### src/rtl/fetch_pkg.sv
// -----------------------------------------------------------------------------
// fetch_pkg
// Shared definitions for the fetch front end. The privileged-instruction
// fetch controller (if_priv_ctrl) and the IF1 FIFO both use it.
//   - priv_state_e : state encoding of the privileged fetch controller
//   - INST_NOP     : canonical NOP word (andi r0, r0, 0)
//   - ZERO_WORD    : all-zero 32-bit word
//   - FLAG_NONE    : "no predecoder hit" value for the 2-slot flag vectors
//   - redirect_offset() : byte offset from the packet PC to the first
//                         instruction after the flagged slot
// -----------------------------------------------------------------------------
package fetch_pkg;

    typedef enum logic [2:0] {
        ST_IDLE            = 3'b000,
        ST_WAIT_EX_IBAR    = 3'b001,
        ST_WAIT_EX_CSR     = 3'b010,
        ST_WAIT_CACHE_IDLE = 3'b011,
        ST_WAIT_CSR_OK     = 3'b100,
        ST_WAIT_TLB_OK     = 3'b101,
        ST_WAIT_EX_TLB     = 3'b111
    } priv_state_e;

    localparam logic [31:0] INST_NOP  = 32'h0340_0000;
    localparam logic [31:0] ZERO_WORD = 32'h0000_0000;
    localparam logic [1:0]  FLAG_NONE = 2'b00;

    // A hit in slot0 resumes at the slot1 instruction (pc+4); a hit only in
    // slot1 resumes after the whole two-instruction packet (pc+8).
    function automatic logic [3:0] redirect_offset(input logic [1:0] flag);
        return flag[0] ? 4'd4 : 4'd8;
    endfunction

endpackage

### src/rtl/sat_counter.sv
// -----------------------------------------------------------------------------
// sat_counter
// Up-counter that sticks at all-ones instead of wrapping.
// Ports:
//   clk  : clock, rising edge
//   rstn : asynchronous active-low reset, clears the count
//   inc  : count one this cycle
//   q    : current count (W bits)
// -----------------------------------------------------------------------------
module sat_counter #(
    parameter int W = 32
) (
    input  logic         clk,
    input  logic         rstn,
    input  logic         inc,
    output logic [W-1:0] q
);

    logic [W-1:0] q_q;
    logic [W-1:0] q_d;

    always_comb begin
        q_d = q_q;
        if (inc && (q_q != {W{1'b1}})) begin
            q_d = q_q + W'(1);
        end
    end

    always_ff @(posedge clk or negedge rstn) begin
        if (!rstn) begin
            q_q <= '0;
        end else begin
            q_q <= q_d;
        end
    end

    assign q = q_q;

endmodule

### src/rtl/if_priv_ctrl.sv
// -----------------------------------------------------------------------------
// if_priv_ctrl
// Fetch-side controller for privileged instructions (ibar, CSR and TLB ops).
// When the predecoder flags one in an accepted packet, fetch is held and
// drained. The controller waits for the instruction to reach EX and then for
// its side effect to complete (caches idle / csr_done / tlb_done). It then
// issues a one-cycle redirect to the instruction after the flagged one.
//
// Ports:
//   clk, rstn                 : clock (rising edge), async active-low reset
//   flush                     : commit flush; overrides everything
//   pkt_valid, pkt_pc         : accepted predecoded packet and its PC
//   ibar/csr/tlb_flag[1:0]    : predecoder hits, bit0 = slot0, bit1 = slot1
//   *_flag_from_ex            : the flagged instruction has reached EX
//   icache_idle, dcache_idle  : both caches quiescent (ibar completion)
//   csr_done, tlb_done        : CSR / TLB operation completion
//   fetch_hold                : stall and drain fetch (high outside IDLE)
//   set_pc_from_priv          : registered one-cycle redirect strobe
//   pc_from_priv              : redirect target, held until next capture
//   stat                      : current state encoding
//   stall_cycles              : saturating count of held cycles
//                               (only with IF_PRIV_STALL_CNT_EN defined)
//
// Build option: define IF_PRIV_STALL_CNT_EN to add the stall_cycles port
// and its counter. The counter is cleared only by reset, not by flush.
// -----------------------------------------------------------------------------
module if_priv_ctrl
    import fetch_pkg::*;
#(
    parameter int PC_W  = 32,
    parameter int CNT_W = 32
) (
    input  logic             clk,
    input  logic             rstn,
    input  logic             flush,
    input  logic             pkt_valid,
    input  logic [PC_W-1:0]  pkt_pc,
    input  logic [1:0]       ibar_flag,
    input  logic [1:0]       csr_flag,
    input  logic [1:0]       tlb_flag,
    input  logic             ibar_flag_from_ex,
    input  logic             csr_flag_from_ex,
    input  logic             tlb_flag_from_ex,
    input  logic             icache_idle,
    input  logic             dcache_idle,
    input  logic             csr_done,
    input  logic             tlb_done,
    output logic             fetch_hold,
    output logic             set_pc_from_priv,
    output logic [PC_W-1:0]  pc_from_priv,
    output logic [2:0]       stat
`ifdef IF_PRIV_STALL_CNT_EN
    ,
    output logic [CNT_W-1:0] stall_cycles
`endif
);

    priv_state_e     state_q;
    priv_state_e     state_d;
    logic [PC_W-1:0] pc_q;
    logic [PC_W-1:0] pc_d;
    logic            set_pc_q;
    logic            set_pc_d;
    logic [1:0]      win_flag;
    logic            pkt_hit;

    assign pkt_hit = pkt_valid && ((ibar_flag != FLAG_NONE) ||
                                   (csr_flag  != FLAG_NONE) ||
                                   (tlb_flag  != FLAG_NONE));

    // Done/idle inputs are looked at only in the state that waits for them,
    // so an early assertion is never latched.
    always_comb begin
        state_d  = state_q;
        pc_d     = pc_q;
        set_pc_d = 1'b0;
        win_flag = FLAG_NONE;

        case (state_q)
            ST_IDLE: begin
                if (pkt_hit) begin
                    if (ibar_flag != FLAG_NONE) begin
                        state_d  = ST_WAIT_EX_IBAR;
                        win_flag = ibar_flag;
                    end else if (csr_flag != FLAG_NONE) begin
                        state_d  = ST_WAIT_EX_CSR;
                        win_flag = csr_flag;
                    end else begin
                        state_d  = ST_WAIT_EX_TLB;
                        win_flag = tlb_flag;
                    end
                    // Wraps modulo 2^PC_W by construction.
                    pc_d = pkt_pc + PC_W'(redirect_offset(win_flag));
                end
            end
            ST_WAIT_EX_IBAR: begin
                if (ibar_flag_from_ex) begin
                    state_d = ST_WAIT_CACHE_IDLE;
                end
            end
            ST_WAIT_EX_CSR: begin
                if (csr_flag_from_ex) begin
                    state_d = ST_WAIT_CSR_OK;
                end
            end
            ST_WAIT_EX_TLB: begin
                if (tlb_flag_from_ex) begin
                    state_d = ST_WAIT_TLB_OK;
                end
            end
            ST_WAIT_CACHE_IDLE: begin
                if (icache_idle && dcache_idle) begin
                    state_d  = ST_IDLE;
                    set_pc_d = 1'b1;
                end
            end
            ST_WAIT_CSR_OK: begin
                if (csr_done) begin
                    state_d  = ST_IDLE;
                    set_pc_d = 1'b1;
                end
            end
            ST_WAIT_TLB_OK: begin
                if (tlb_done) begin
                    state_d  = ST_IDLE;
                    set_pc_d = 1'b1;
                end
            end
            default: begin
                // Unused encoding 3'b110 recovers to IDLE.
                state_d = ST_IDLE;
            end
        endcase

        // Flush cancels the sequence, any redirect about to be registered,
        // and the stored target.
        if (flush) begin
            state_d  = ST_IDLE;
            pc_d     = '0;
            set_pc_d = 1'b0;
        end
    end

    always_ff @(posedge clk or negedge rstn) begin
        if (!rstn) begin
            state_q  <= ST_IDLE;
            pc_q     <= '0;
            set_pc_q <= 1'b0;
        end else begin
            state_q  <= state_d;
            pc_q     <= pc_d;
            set_pc_q <= set_pc_d;
        end
    end

    assign stat             = state_q;
    assign fetch_hold       = (state_q != ST_IDLE);
    assign set_pc_from_priv = set_pc_q;
    assign pc_from_priv     = pc_q;

`ifdef IF_PRIV_STALL_CNT_EN
    sat_counter #(
        .W(CNT_W)
    ) u_stall_cnt (
        .clk (clk),
        .rstn(rstn),
        .inc (fetch_hold),
        .q   (stall_cycles)
    );
`else
    // Stall counter compiled out; CNT_W only kept for a uniform parameter list.
    if (CNT_W > 0) begin : g_stall_cnt_off
    end
`endif

endmodule

### config.mk
export PLATFORM = sky130hd
export DESIGN_NAME = if_priv_ctrl
export DESIGN_NICKNAME = d
export VERILOG_FILES = /design/src/rtl/fetch_pkg.sv /design/src/rtl/sat_counter.sv /design/src/rtl/if_priv_ctrl.sv
export SDC_FILE = /design/constraint.sdc
export NUM_CORES = 1
export LEC_CHECK = 0
export CAP_MARGIN = 20
export CORE_MARGIN = 2
export CORE_UTILIZATION = 31
export DETAILED_ROUTE_END_ITERATION = 12
export MAX_ROUTING_LAYER = met4
export PLACE_DENSITY_LB_ADDON = 0.2
export RECOVER_POWER = 25
export SLEW_MARGIN = 20
export SYNTH_ARGS = -nofsm -noshare
export SYNTH_HDL_FRONTEND = slang
export SYNTH_SLANG_ARGS = --single-unit
### constraint.sdc
create_clock -name clk -period 2.4 [get_ports clk]
set_input_delay 0.36 -clock clk [delete_from_list [all_inputs] [get_ports clk]]
set_output_delay 0.36 -clock clk [all_outputs]
set_load 0.05 [all_outputs]
==> results_dict.tcl <==
set metrics [dict create \
    status "finished with violations" \
    violations "capacitance limit, slew limit" \
    synth.distinct_cells 41 \
    route.detailed.drc 0 \
    cts.clk_slew.worst_paths_ns 0.07 \
    ir_worst_vdd_mv 0.370 \
    gp_congestion 0.781 \
    netlist_instances 229 \
    dr.pass1.iters 4 \
    multi_input_area_sq_um 1130 \
    cp_num_buf_inv 2 \
    avgSynthCellArea_sq_um 9.14 \
    cts_max_path_buffers 2 \
    post-route-min-period_ns 2.23 \
    crit_cells 3 \
    yosys.area.top_type "dfrtp_1" \
    hold_viol 0 \
    track_usage_pct 15.9 \
    coreArea_sq_um 6420 \
    drtIter0Drc 52 \
    hold_path_depth 2 \
    timing.final.crit_share_pct 92.9 \
    hold_class "register to register" \
    cts_max_level 2 \
    grt_pass1_vias 1930 \
    power_leakage_nw 1.32 \
    dp_slack_ns -0.394 \
    tritoncts "yes" \
    r2r_setup_slack_ns 0.55 \
    cts_root_buffer "clkbuf_8" \
    die-area_sq_um 7430 \
    setup_viol_count_final 0 \
    clock-sinks 36 \
    crit_end "fetch_hold" \
    rsz0062_at_grt "false" \
    worstPathArrival_ns 1.87 \
    wire_per_inst_um 14.1 \
    reg2reg_depth 5 \
    clk_latency_ns 0.28 \
    finalClockSkew_ns 0.00490 \
    drive_above_1_share_pct 11.4 \
    final_net_count 377 \
    yosysSeqAreaShare_pct 43.0 \
    grt_max_degree 37 \
    worst_pin_slew_ns 2.03 \
    diodes 0 \
    timing.fmax_mhz 448 \
    powerDensity_nw_per_um2 833 \
    start_util_pct 32.6 \
    num_vias 1979 \
    numPortBuffers 85 \
    fin_cells 402 \
    synth_top_flop_cell "dfrtp_1" \
    critPathMaxStageDelay_ns 0.71 \
    worst_ep_required_time_ns 2.04 \
    postRouteAntennaNets 0 \
    r2r_start "stat[2]$_DFFE_PN0P_" \
    synth_commonest_cells "dfrtp_1 (36), nand2_1 (34), o21ai_1 (27)" \
    r2r-end "stat[0]$_DFFE_PN0P_" \
    end_kind "primary output" \
    ys_async_sr_fraction_pct 100 \
    holdBufCountCts 0 \
    syn_to_final_growth_pct 54.6 \
    path_delay_family "buffers and inverters" \
    yosys_warnings 0 \
    rows 29 \
    critical_path.cell_chain "nor3_2 -> inv_2 -> clkdlybuf4s50_1" \
    antenna_found_initial 0 \
    wl_um 5670 \
    die_h_um 86.2 \
    worstSetupStartpointType "register" \
    synth_most_common_cell "dfrtp_1" \
    crit_start "stat[2]$_DFFE_PN0P_" \
    synth_top_area_share_pct 43.0 \
    cts_buffers 5 \
    seqCellArea_sq_um 901 \
    final.setup.tns_ns 0 \
    n_fill_cell 609 \
    routed_via_density 4.92 \
    dp_hpwl_um 4080 \
    place_inst 392 \
    synth_fp_nets 281 \
    grt_pass1_wl_um 9150 \
    worst-path-max-fanout 12 \
    die-width_um 86.2 \
    max-slew-margin-rel_pct -35.0 \
    netlist_area_sq_um 2090 \
    synth_seq_cells 36 \
    io_pins 86 \
    crit_type "register to primary output" \
    fin_util_pct 50.4 \
    synth_edf_count 0 \
    fin_ws_ns 0.170 \
    crit_slowest_cell "clkdlybuf4s50_1" \
    drv_cap 1 \
    final_max_slew_viol_count 37 \
    synth_area_leaders "dfrtp_1 (43%), xor2_1 (8.4%), o21ai_1 (6.5%)" \
    grt-ovfl-total 0 \
]
[state kept, by name, indices dropped and copies added (netlist names)]
| name | flops |
|---|---|
| stat | 3 |
| pc_from_priv | 32 |
| set_pc_from_priv | 1 |
[cell type report]
type / instances / area share [%]
multi-input cells: 177 / 35.0
well taps: 77 / 2.98
inverters: 6 / 0.696
flip-flops and latches: 36 / 27.8
clock buffers: 7 / 2.98
repair buffers: 99 / 30.5
[timing repair]
action | 4_1_cts | 5_1_grt
pin swaps | 1 | 6
setup endpoints to repair | 15 | 13
buffers inserted | 1 | 2
resized for setup | 5 | 5
[layout by cell type (no fill, tap or decap), types with 2 or more instances in the layout]
cell type        Yosys  layout
clkdlybuf4s50_1      0      81
dlymetal6s2s_1       0       3
xnor2_1              8       8
or2b_1               2       2
or4_1                3       3
inv_1                4       3
dfrtp_1             36      36
nor3_2               2       2
buf_4                0      11
and4_1               2       2
and3_1               3       3
nand3_1             14      14
a21oi_1              6       4
nor2_1              12      11
clkbuf_8             0       7
o21ai_1             27      27
nor3_1               5       5
a22o_1               5       5
nand2_1             34      34
inv_2                1       2
nand3b_1             2       2
and2_1               2       2
nand4_1              9       9
o21ai_0              3       3
xor2_1              20      20
a21oi_2              0       2
buf_12               0       2
[per-layer routing]
layer	vias to the layer above	global-route usage, %	part of all wire (%)	wire (um)
met3	5	2.95	4.7	269
met4	0	3.55	0.81	46
li1	989	-	-	-
met5	-	-	0	0
met1	931	21.4	49	2760
met2	54	25.1	46	2600
[where the power goes]
part	switching (mW)	total (mW)	internal, mW
Sequential	0.122	0.862	0.740
Combinational	0.867	1.37	0.500
Clock	0.208	0.464	0.256
Total	1.20	2.69	1.50
[metrics by stage]
| step | hold slack [ns] | power [mW] | cell area (sq um) |
|---|---|---|---|
| 2_1_floorplan | 0.0644 | 1.72 | 2090 |
| 6_report | 0.487 | 2.69 | 3240 |
| 5_1_grt | 0.513 | 2.84 | 3240 |
| 4_1_cts | 0.214 | 2.73 | 3210 |
| 3_3_place_gp | 0.472 | 2.23 | 3090 |
| 3_5_place_dp | 0.479 | 2.24 | 3090 |
[tightest hold or removal path: stages (launching register included)]
cell,delay (ns)
dfrtp_1,0.35
nand2_1,0.05
o21ai_1,0.06
[worst min-delay path by stage]
| stage | from | to | slack [ns] |
|---|---|---|---|
| 6_report | pc_from_priv[27]$_DFFE_PN0P_ | pc_from_priv[27]$_DFFE_PN0P_ | 0.49 |
| 5_1_grt | pc_from_priv[28]$_DFFE_PN0P_ | pc_from_priv[28]$_DFFE_PN0P_ | 0.51 |
| 4_1_cts | rstn | pc_from_priv[20]$_DFFE_PN0P_ | 0.21 |
| 3_5_place_dp | pc_from_priv[19]$_DFFE_PN0P_ | pc_from_priv[19]$_DFFE_PN0P_ | 0.48 |
| 3_3_place_gp | pc_from_priv[29]$_DFFE_PN0P_ | pc_from_priv[29]$_DFFE_PN0P_ | 0.47 |
| 2_1_floorplan | rstn | pc_from_priv[0]$_DFFE_PN0P_ | 0.06 |
[logic make-up (layout without fill, tap and decap cells)]
kind of cell	Yosys count	in the layout	synth area share, %
xor gates and xnor gates	28	28	11.7
muxes	1	1	0.478
and+or+nand+nor	100	100	26.1
buffers and inverters	16	112	3.94
AOI/OAI and AO/OA	45	45	12.6
DFF	36	36	43.0
adders and majority gates	3	3	2.15
(Power assumes the default switching activity.)
